==> src/rtl/la_capture_ctrl.sv <==
// Capture sequencer for the logic-analyzer sample memory: arm, pre-trigger fill,
// trigger wait and post-trigger recording, driving a registered sample-BRAM write port.
module la_capture_ctrl #(
    parameter int SAMPLE_DEPTH = 1024,
    parameter int PROBE_W      = 29,
    localparam int ADDR_W      = $clog2(SAMPLE_DEPTH)
) (
    input  logic               clk,
    input  logic               rst,
    input  logic               arm_req,
    input  logic               stop_req,
    input  logic [ADDR_W-1:0]  trig_pos,
    input  logic               trig_in,
    input  logic [PROBE_W-1:0] probes_in,
    output logic               mem_wr_en,
    output logic [ADDR_W-1:0]  mem_wr_addr,
    output logic [PROBE_W-1:0] mem_wr_data,
    output logic [1:0]         state_o,
    output logic [ADDR_W-1:0]  base_addr_o,
    output logic               done
);

    typedef enum logic [1:0] {
        ST_IDLE    = 2'd0,
        ST_FILL    = 2'd1,
        ST_ARMED   = 2'd2,
        ST_CAPTURE = 2'd3
    } state_t;

    state_t               state_r;
    logic [ADDR_W-1:0]    wr_ptr_r;
    logic [ADDR_W-1:0]    remaining_r;
    logic [ADDR_W-1:0]    trig_pos_q_r;
    logic [ADDR_W-1:0]    base_r;
    logic                 wr_en_r;
    logic [ADDR_W-1:0]    wr_addr_r;
    logic [PROBE_W-1:0]   wr_data_r;
    logic [ADDR_W-1:0]    base_addr_r;
    logic                 done_r;

    logic                 sample_s;
    logic                 fill_last_s;
    logic                 cap_last_s;
    logic [ADDR_W-1:0]    trig_base_s;
    logic [ADDR_W-1:0]    tail_s;

    // Decode which cycles take a sample and which sample closes the current phase
    always_comb begin
        sample_s    = 1'b0;
        fill_last_s = 1'b0;
        cap_last_s  = 1'b0;
        case (state_r)
            ST_IDLE: begin
                sample_s = 1'b0;
            end
            ST_FILL: begin
                sample_s    = ~stop_req;
                fill_last_s = (wr_ptr_r == (trig_pos_q_r - ADDR_W'(1)));
            end
            ST_ARMED: begin
                sample_s = ~stop_req;
            end
            ST_CAPTURE: begin
                sample_s   = ~stop_req;
                cap_last_s = (remaining_r == ADDR_W'(1));
            end
            default: begin
                sample_s = 1'b0;
            end
        endcase
        // Modular arithmetic in ADDR_W bits gives the circular wrap for free
        trig_base_s = wr_ptr_r - trig_pos_q_r;
        tail_s      = {ADDR_W{1'b1}} - trig_pos_q_r;
    end

    // Capture sequencer with registered write beat and status outputs
    always_ff @(posedge clk or negedge rst) begin
        if (!rst) begin
            state_r      <= ST_IDLE;
            wr_ptr_r     <= {ADDR_W{1'b0}};
            remaining_r  <= {ADDR_W{1'b0}};
            trig_pos_q_r <= {ADDR_W{1'b0}};
            base_r       <= {ADDR_W{1'b0}};
            wr_en_r      <= 1'b0;
            wr_addr_r    <= {ADDR_W{1'b0}};
            wr_data_r    <= {PROBE_W{1'b0}};
            base_addr_r  <= {ADDR_W{1'b0}};
            done_r       <= 1'b0;
        end else begin
            wr_en_r <= sample_s;
            if (sample_s) begin
                wr_addr_r <= wr_ptr_r;
                wr_data_r <= probes_in;
                wr_ptr_r  <= wr_ptr_r + ADDR_W'(1);
            end

            case (state_r)
                ST_IDLE: begin
                    // A simultaneous stop cancels the arm request
                    if (arm_req && !stop_req) begin
                        trig_pos_q_r <= trig_pos;
                        wr_ptr_r     <= {ADDR_W{1'b0}};
                        done_r       <= 1'b0;
                        if (trig_pos == {ADDR_W{1'b0}}) begin
                            state_r <= ST_ARMED;
                        end else begin
                            state_r <= ST_FILL;
                        end
                    end
                end
                ST_FILL: begin
                    if (stop_req) begin
                        state_r <= ST_IDLE;
                    end else if (fill_last_s) begin
                        state_r <= ST_ARMED;
                    end
                end
                ST_ARMED: begin
                    if (stop_req) begin
                        state_r <= ST_IDLE;
                    end else if (trig_in) begin
                        base_r      <= trig_base_s;
                        remaining_r <= tail_s;
                        if (tail_s == {ADDR_W{1'b0}}) begin
                            state_r     <= ST_IDLE;
                            done_r      <= 1'b1;
                            base_addr_r <= trig_base_s;
                        end else begin
                            state_r <= ST_CAPTURE;
                        end
                    end
                end
                ST_CAPTURE: begin
                    if (stop_req) begin
                        state_r <= ST_IDLE;
                    end else if (cap_last_s) begin
                        remaining_r <= {ADDR_W{1'b0}};
                        state_r     <= ST_IDLE;
                        done_r      <= 1'b1;
                        base_addr_r <= base_r;
                    end else begin
                        remaining_r <= remaining_r - ADDR_W'(1);
                    end
                end
                default: begin
                    state_r <= ST_IDLE;
                end
            endcase
        end
    end

    assign mem_wr_en   = wr_en_r;
    assign mem_wr_addr = wr_addr_r;
    assign mem_wr_data = wr_data_r;
    assign state_o     = state_r;
    assign base_addr_o = base_addr_r;
    assign done        = done_r;

endmodule

==> config.mk <==
export PLATFORM = sky130hd
export DESIGN_NAME = la_capture_ctrl
export DESIGN_NICKNAME = d
export VERILOG_FILES = /design/src/rtl/la_capture_ctrl.sv
export SDC_FILE = /design/constraint.sdc
export NUM_CORES = 1
export LEC_CHECK = 0
export CAP_MARGIN = 20
export CORE_MARGIN = 1.5
export CORE_UTILIZATION = 30
export CTS_BUF_LIST = sky130_fd_sc_hd__clkbuf_4 sky130_fd_sc_hd__clkbuf_8 sky130_fd_sc_hd__clkbuf_16
export CTS_CLUSTER_DIAMETER = 40
export DETAILED_ROUTE_END_ITERATION = 6
export SKIP_LAST_GASP = 1
export SLEW_MARGIN = 20
export SYNTH_ARGS = -nofsm -noshare
export SYNTH_HDL_FRONTEND = slang
export SYNTH_SLANG_ARGS = --single-unit
export TNS_END_PERCENT = 50
==> constraint.sdc <==
create_clock -name clk -period 3.95 [get_ports clk]
set_input_delay 1.185 -clock clk [delete_from_list [all_inputs] [get_ports clk]]
set_output_delay 1.185 -clock clk [all_outputs]
set_load 0.02 [all_outputs]
Word level (Yosys, flattened, before mapping)
Index checks and enable logic that the tools add are counted.
{"block": "word_totals", "ff_bits": 93, "in_bits": 44, "out_inout_bits": 53, "word_cells": 78}
{"block": "classes", "add_sub_neg": 5, "n_eq_ne": 14, "muxes": 34, "bitwise": 1, "reduce_logical": 14}
{"operator": "10-bit two-way mux", "count": 12}
{"operator": "10-bit case mux with 2 select lines", "count": 2}
{"operator": "10-bit logical NOT", "count": 2}
{"operator": "10-bit by 1-bit subtractor with 10-bit output, second input constant", "count": 2}
{"operator": "2-bit two-way mux", "count": 9}
{"operator": "2-bit inequality test, second input constant", "count": 6}
{"operator": "10-bit by 1-bit adder with 10-bit output, second input constant", "count": 1}
{"operator": "10-bit by 1-bit == test with 1-bit output, second input constant", "count": 1}
{"operator": "10-bit == test", "count": 1}
{"operator": "10-bit subtractor", "count": 1}
{"operator": "10-bit subtractor, first input constant", "count": 1}
{"operator": "3-bit inequality test, second input constant", "count": 3}
{"operator": "1-bit two-way mux", "count": 8}
{"operator": "2-bit case mux with 4 select lines", "count": 1}
{"operator": "4-bit AND reduction", "count": 2}
{"operator": "7-bit AND reduction", "count": 1}
{"operator": "6-bit AND reduction", "count": 1}
{"operator": "2-bit == test, second input constant", "count": 2}
{"operator": "1-bit case mux with 3 select lines", "count": 1}
{"operator": "3-bit AND reduction", "count": 1}
{"operator": "3-bit nonzero test", "count": 1}
{"operator": "3-bit OR reduction", "count": 1}
{"operator": "2-bit by 1-bit == test with 1-bit output, second input constant", "count": 1}
{"operator": "2-bit logical NOT", "count": 1}
{"operator": "6 further kinds", "count": 6}

Longest topological paths before layout
{"block": "depth", "ltp_word": 6, "mapped_depth": 10, "ltp_nobuf": 9}

Worst setup path before layout
OpenSTA, ideal clock, no wires.
{"block": "synth_path", "kind": "in2reg", "start": "input port stop_req", "end": "register wr_ptr_r[9]", "setup_ns": 0.132, "arrival_ns": 2.491, "required_time_ns": 3.818, "setup_slack_ns": 1.327, "cell_stages": 7, "path_cell_list": "clkbuf_1 > nor2_2 > and4_1 > nor3b_1 > nand3_1 > xor2_1 > nor2_1"}
{"block": "synth_between", "elab_chain_cells": 5, "word_cells_on_any_way": 7, "cone_classes": "mux: 4; bitwise: 1; reduce/logical: 2"}
{"item": "from (decl)", "line_no": "11", "text": "input logic stop_req,"}
{"item": "1-bit inverter (no source line)"}
{"item": "1-bit case mux with 2 select lines", "line_no": "52", "text": "case (state_r)"}
{"item": "10-bit two-way mux", "line_no": "91", "text": "if (sample_s) begin"}
{"item": "10-bit two-way mux", "line_no": "100", "text": "if (arm_req && !stop_req) begin"}
{"item": "10-bit two-way mux (*)", "line_no": "97", "text": "case (state_r)"}
{"item": "to (signal assigned)", "line_no": "80", "text": "wr_ptr_r <= {ADDR_W{1'b0}};"}
{"item": "to (signal assigned)", "line_no": "94", "text": "wr_ptr_r <= wr_ptr_r + ADDR_W'(1);"}
{"item": "to (signal assigned)", "line_no": "102", "text": "wr_ptr_r <= {ADDR_W{1'b0}};"}
{"item": "to (decl)", "line_no": "31", "text": "logic [ADDR_W-1:0] wr_ptr_r;"}
Every way passes the cells marked *; elsewhere a longest branch is shown, timed or not.
A chain may end at the register's enable or synchronous reset.

Final worst setup path
{"block": "layout_path", "start": "input port trig_pos[7]", "end": "register state_r[0], in the netlist state_o[0]"}
{"block": "layout_between", "elab_chain_cells": 4}
{"item": "from (decl)", "line_no": "12", "text": "input logic [ADDR_W-1:0] trig_pos,"}
{"item": "10-bit logical NOT", "line_no": "104", "text": "if (trig_pos == {ADDR_W{1'b0}}) begin"}
{"item": "2-bit two-way mux", "line_no": "104"}
{"item": "2-bit two-way mux", "line_no": "100"}
{"item": "2-bit case mux with 4 select lines", "line_no": "97"}
{"item": "to (signal assigned)", "line_no": "105", "text": "state_r <= ST_ARMED;"}
{"item": "to (signal assigned)", "line_no": "107", "text": "state_r <= ST_FILL;"}
{"item": "to (signal assigned)", "line_no": "113", "text": "state_r <= ST_IDLE;"}
{"item": "to (decl)", "line_no": "30", "text": "state_t state_r;"}
Every way passes these cells. The select of a mux whose other input is x is not followed.

==> out/qor.yml <==
area_growth_pct: 30.4
drive_gt1_share_pct: 5.32
grt_use_total_pct: 14.6
p_leak_uw: 0.00264
gp_congestion: 0.813
antenna_left: 0
pin_count: 97
r2r_start: "remaining_r[1]"
final_cell_mix: "95 x clkdlybuf4s50_1, 93 x dfrtp_1, 43 x nand2_1, 41 x mux2_1, 36 x o21ai_1"
route.detailed.drc: 0
cp_max_fo: 2
fin_crit_sh_pct: 72.3
seqCellArea_um2: 2330
place_inst: 765
synth_compound_area_share_pct: 13.6
async_flop_share_pct: 100
synth_fa_ha_area_share_pct: 5.38
grt_pass1_wl_um: 19200
fmax_mhz: 350
fin_setup_tns_ns: 0
drt_pass1_iterations: 4
cts_buffers: 9
yosysSeqAreaShare_pct: 48.5
r2r-end: "state_o[1]"
synthCells: 471
critPathKind: "input port to register"
finalSetupViolations: 0
synth_top_area_share_pct: 48.5
vias: 3765
grt_antenna_before_repair: 0
routedWlPerCell_um: 14.7
overflow: 0
multiInputGateArea_um2: 2300
clkSlewWorstSetupHoldPaths_ns: 0.06
slew_violations: 0
postCtsHoldBufs: 0
yosysTopAreaCell: "dfrtp_1"
reg2reg_depth: 9
yosysUniqueCellTypes: 51
critPathLaunchType: "input port"
synth-simple-area-share_pct: 13.8
layout_commonest_cell: "clkdlybuf4s50_1"
insertion_delay_ns: 0.35
relSlewSlack_pct: 53.4
synth_area_leaders: "dfrtp_1 49%, mux2_1 9.6%, ha_1 5.0%, o21ai_1 3.8%, nand2_1 3.4%"
synth_xor_area_share_pct: 5.11
worstHoldStart: "base_r[2]"
clock_path_buffers: 2
grt_max_degree: 55
finClkSkew_ns: 0.0114
dieWidth_um: 129
drv_cap: 0
finalHoldViolCount: 0
num_antenna_cells: 0
cts_sinks: 93
r2r_setup_slack_ns: 1.35
ys_ff_latch: 93
post-cts-setup-buffers: 0
nNetsFinal: 624
h-tree-depth: 3
finalCriticalPeriod_ns: 2.85
die_area_um2: 16700
cts_root_buf: "clkbuf_16"
cts_tree: "yes"
stdcell_area_um2: 6250
initial_core_util_pct: 30.4
ir_worst_vdd_mv: 0.473
port_buffers: 96
required_ns: 4.18
crit_path_end_kind: "register"
synth_enable_flop_cells: 0
max_slew.worst_pin.slew_ns: 0.700
synth_fp_nets: 535
post_dp_cell_area_um2: 5980
hpwl_um: 8480
fp.dieH_um: 129
status: "completed"
fillCellCount: 1578
yosysWarningCount: 0
grt_pass1_vias: 3882
power_density_nw_per_um2: 800
ys.flop_type: "dfrtp_1"
final_core_utilization_pct: 39.7
hold_class: "register to register"
synth_top_family_by_area: "simple AND/OR/NAND/NOR gates"
vias_per_cell: 4.83
worstHoldPathCells: 2
synth.mux.area_fraction_pct: 9.86
holdPathEnd: "base_r[2]"
wl_um: 11500
crit_path_start: "trig_pos[7]"
grt_setup_unrepaired: "no"
core_area_um2: 15800
syn_avg_cell_area_um2: 10.2
final_cells: 780
syn_area_um2: 4790
cts_resized: 0
fp-row-count: 46
cp.arrival_ns: 3.08
drtIter0Drc: 217
power breakdown:
| group | switching (µW) | internal (µW) | leakage (µW) |
|---|---|---|---|
| sequential | 367 | 1350 | 0.00115 |
| clock | 375 | 428 | 0.000132 |
| combinational | 1320 | 1160 | 0.00136 |
| total | 2060 | 2940 | 0.00264 |
cells in the mapped netlist, drive strengths merged (2+ instances only):
cell type and count:
o21a 6, mux2 42, clkbuf 22, o22ai 6, a41oi 2, o41ai 2
dfrtp 93, o31ai 7, buf 3, nor2 33, nor4 3, ha 19
o21ai 47, a21oi 19, or3 7, xnor2 13, nand2 43, xor2 15
nand3 13, or4 4, a22o 4, nand4 6, nor3 9, o211ai 4
nand2b 8, and3 4, inv 20
per-stage QoR:
stage               hold slack (ns)  setup WS (ns)  power (µW)
floorplan                     0.448           1.33        3270
CTS                           0.486           1.12        5080
global placement              0.459          0.876        4190
global route                  0.498          0.969        5400
detailed placement            0.471          0.760        4240
finish                        0.481           1.10        5000
area by class of cell:
class	instances	area share, %
Inverter	20	1.20
Multi-Input combinational cell	333	36.7
Clock inverter	6	0.760
Tap cell	216	4.32
Clock buffer	9	3.60
Timing Repair Buffer	103	16.2
Sequential cell	93	37.2
cell families after synthesis:
logic type	count (synthesis)
xor gates and xnor gates	28
adders and majority gates	20
and+or+nand+nor	136
muxes	42
DFF	93
buffers and inverters	45
AOI/OAI and AO/OA	107
sequential cells by signal (all words and copies together), names as in the netlist:
signal        cells
mem_wr_en         1
state_o           2
wr_ptr_r         10
base_r           10
trig_pos_q_r     10
base_addr_o      10
done              1
mem_wr_data      29
mem_wr_addr      10
remaining_r      10
worst max path at each step:
stage                     cells past startpoint           to  slack (ns)
after floorplan                               7  wr_ptr_r[9]        1.33
after global placement                        7  wr_ptr_r[9]        0.88
after detailed placement                      5   state_o[0]        0.76
after CTS                                     5   state_o[0]        1.12
after global routing                          5   state_o[0]        0.97
final                                         5   state_o[0]        1.10
routing by layer:
layer / part of all wire, % / global-route usage [%]
met1: 45 / 18.3
met5: 0 / 0
met4: 1.2 / 3.86
met3: 6.1 / 4.91
met2: 48 / 24.2
critical path: stages:
cell and delay, ns:
clkdlybuf4s50_1 0.41, or4_1 0.52, o41ai_1 0.49, o41ai_1 0.17
mux2_1 0.30
(Power assumes the default switching activity.)
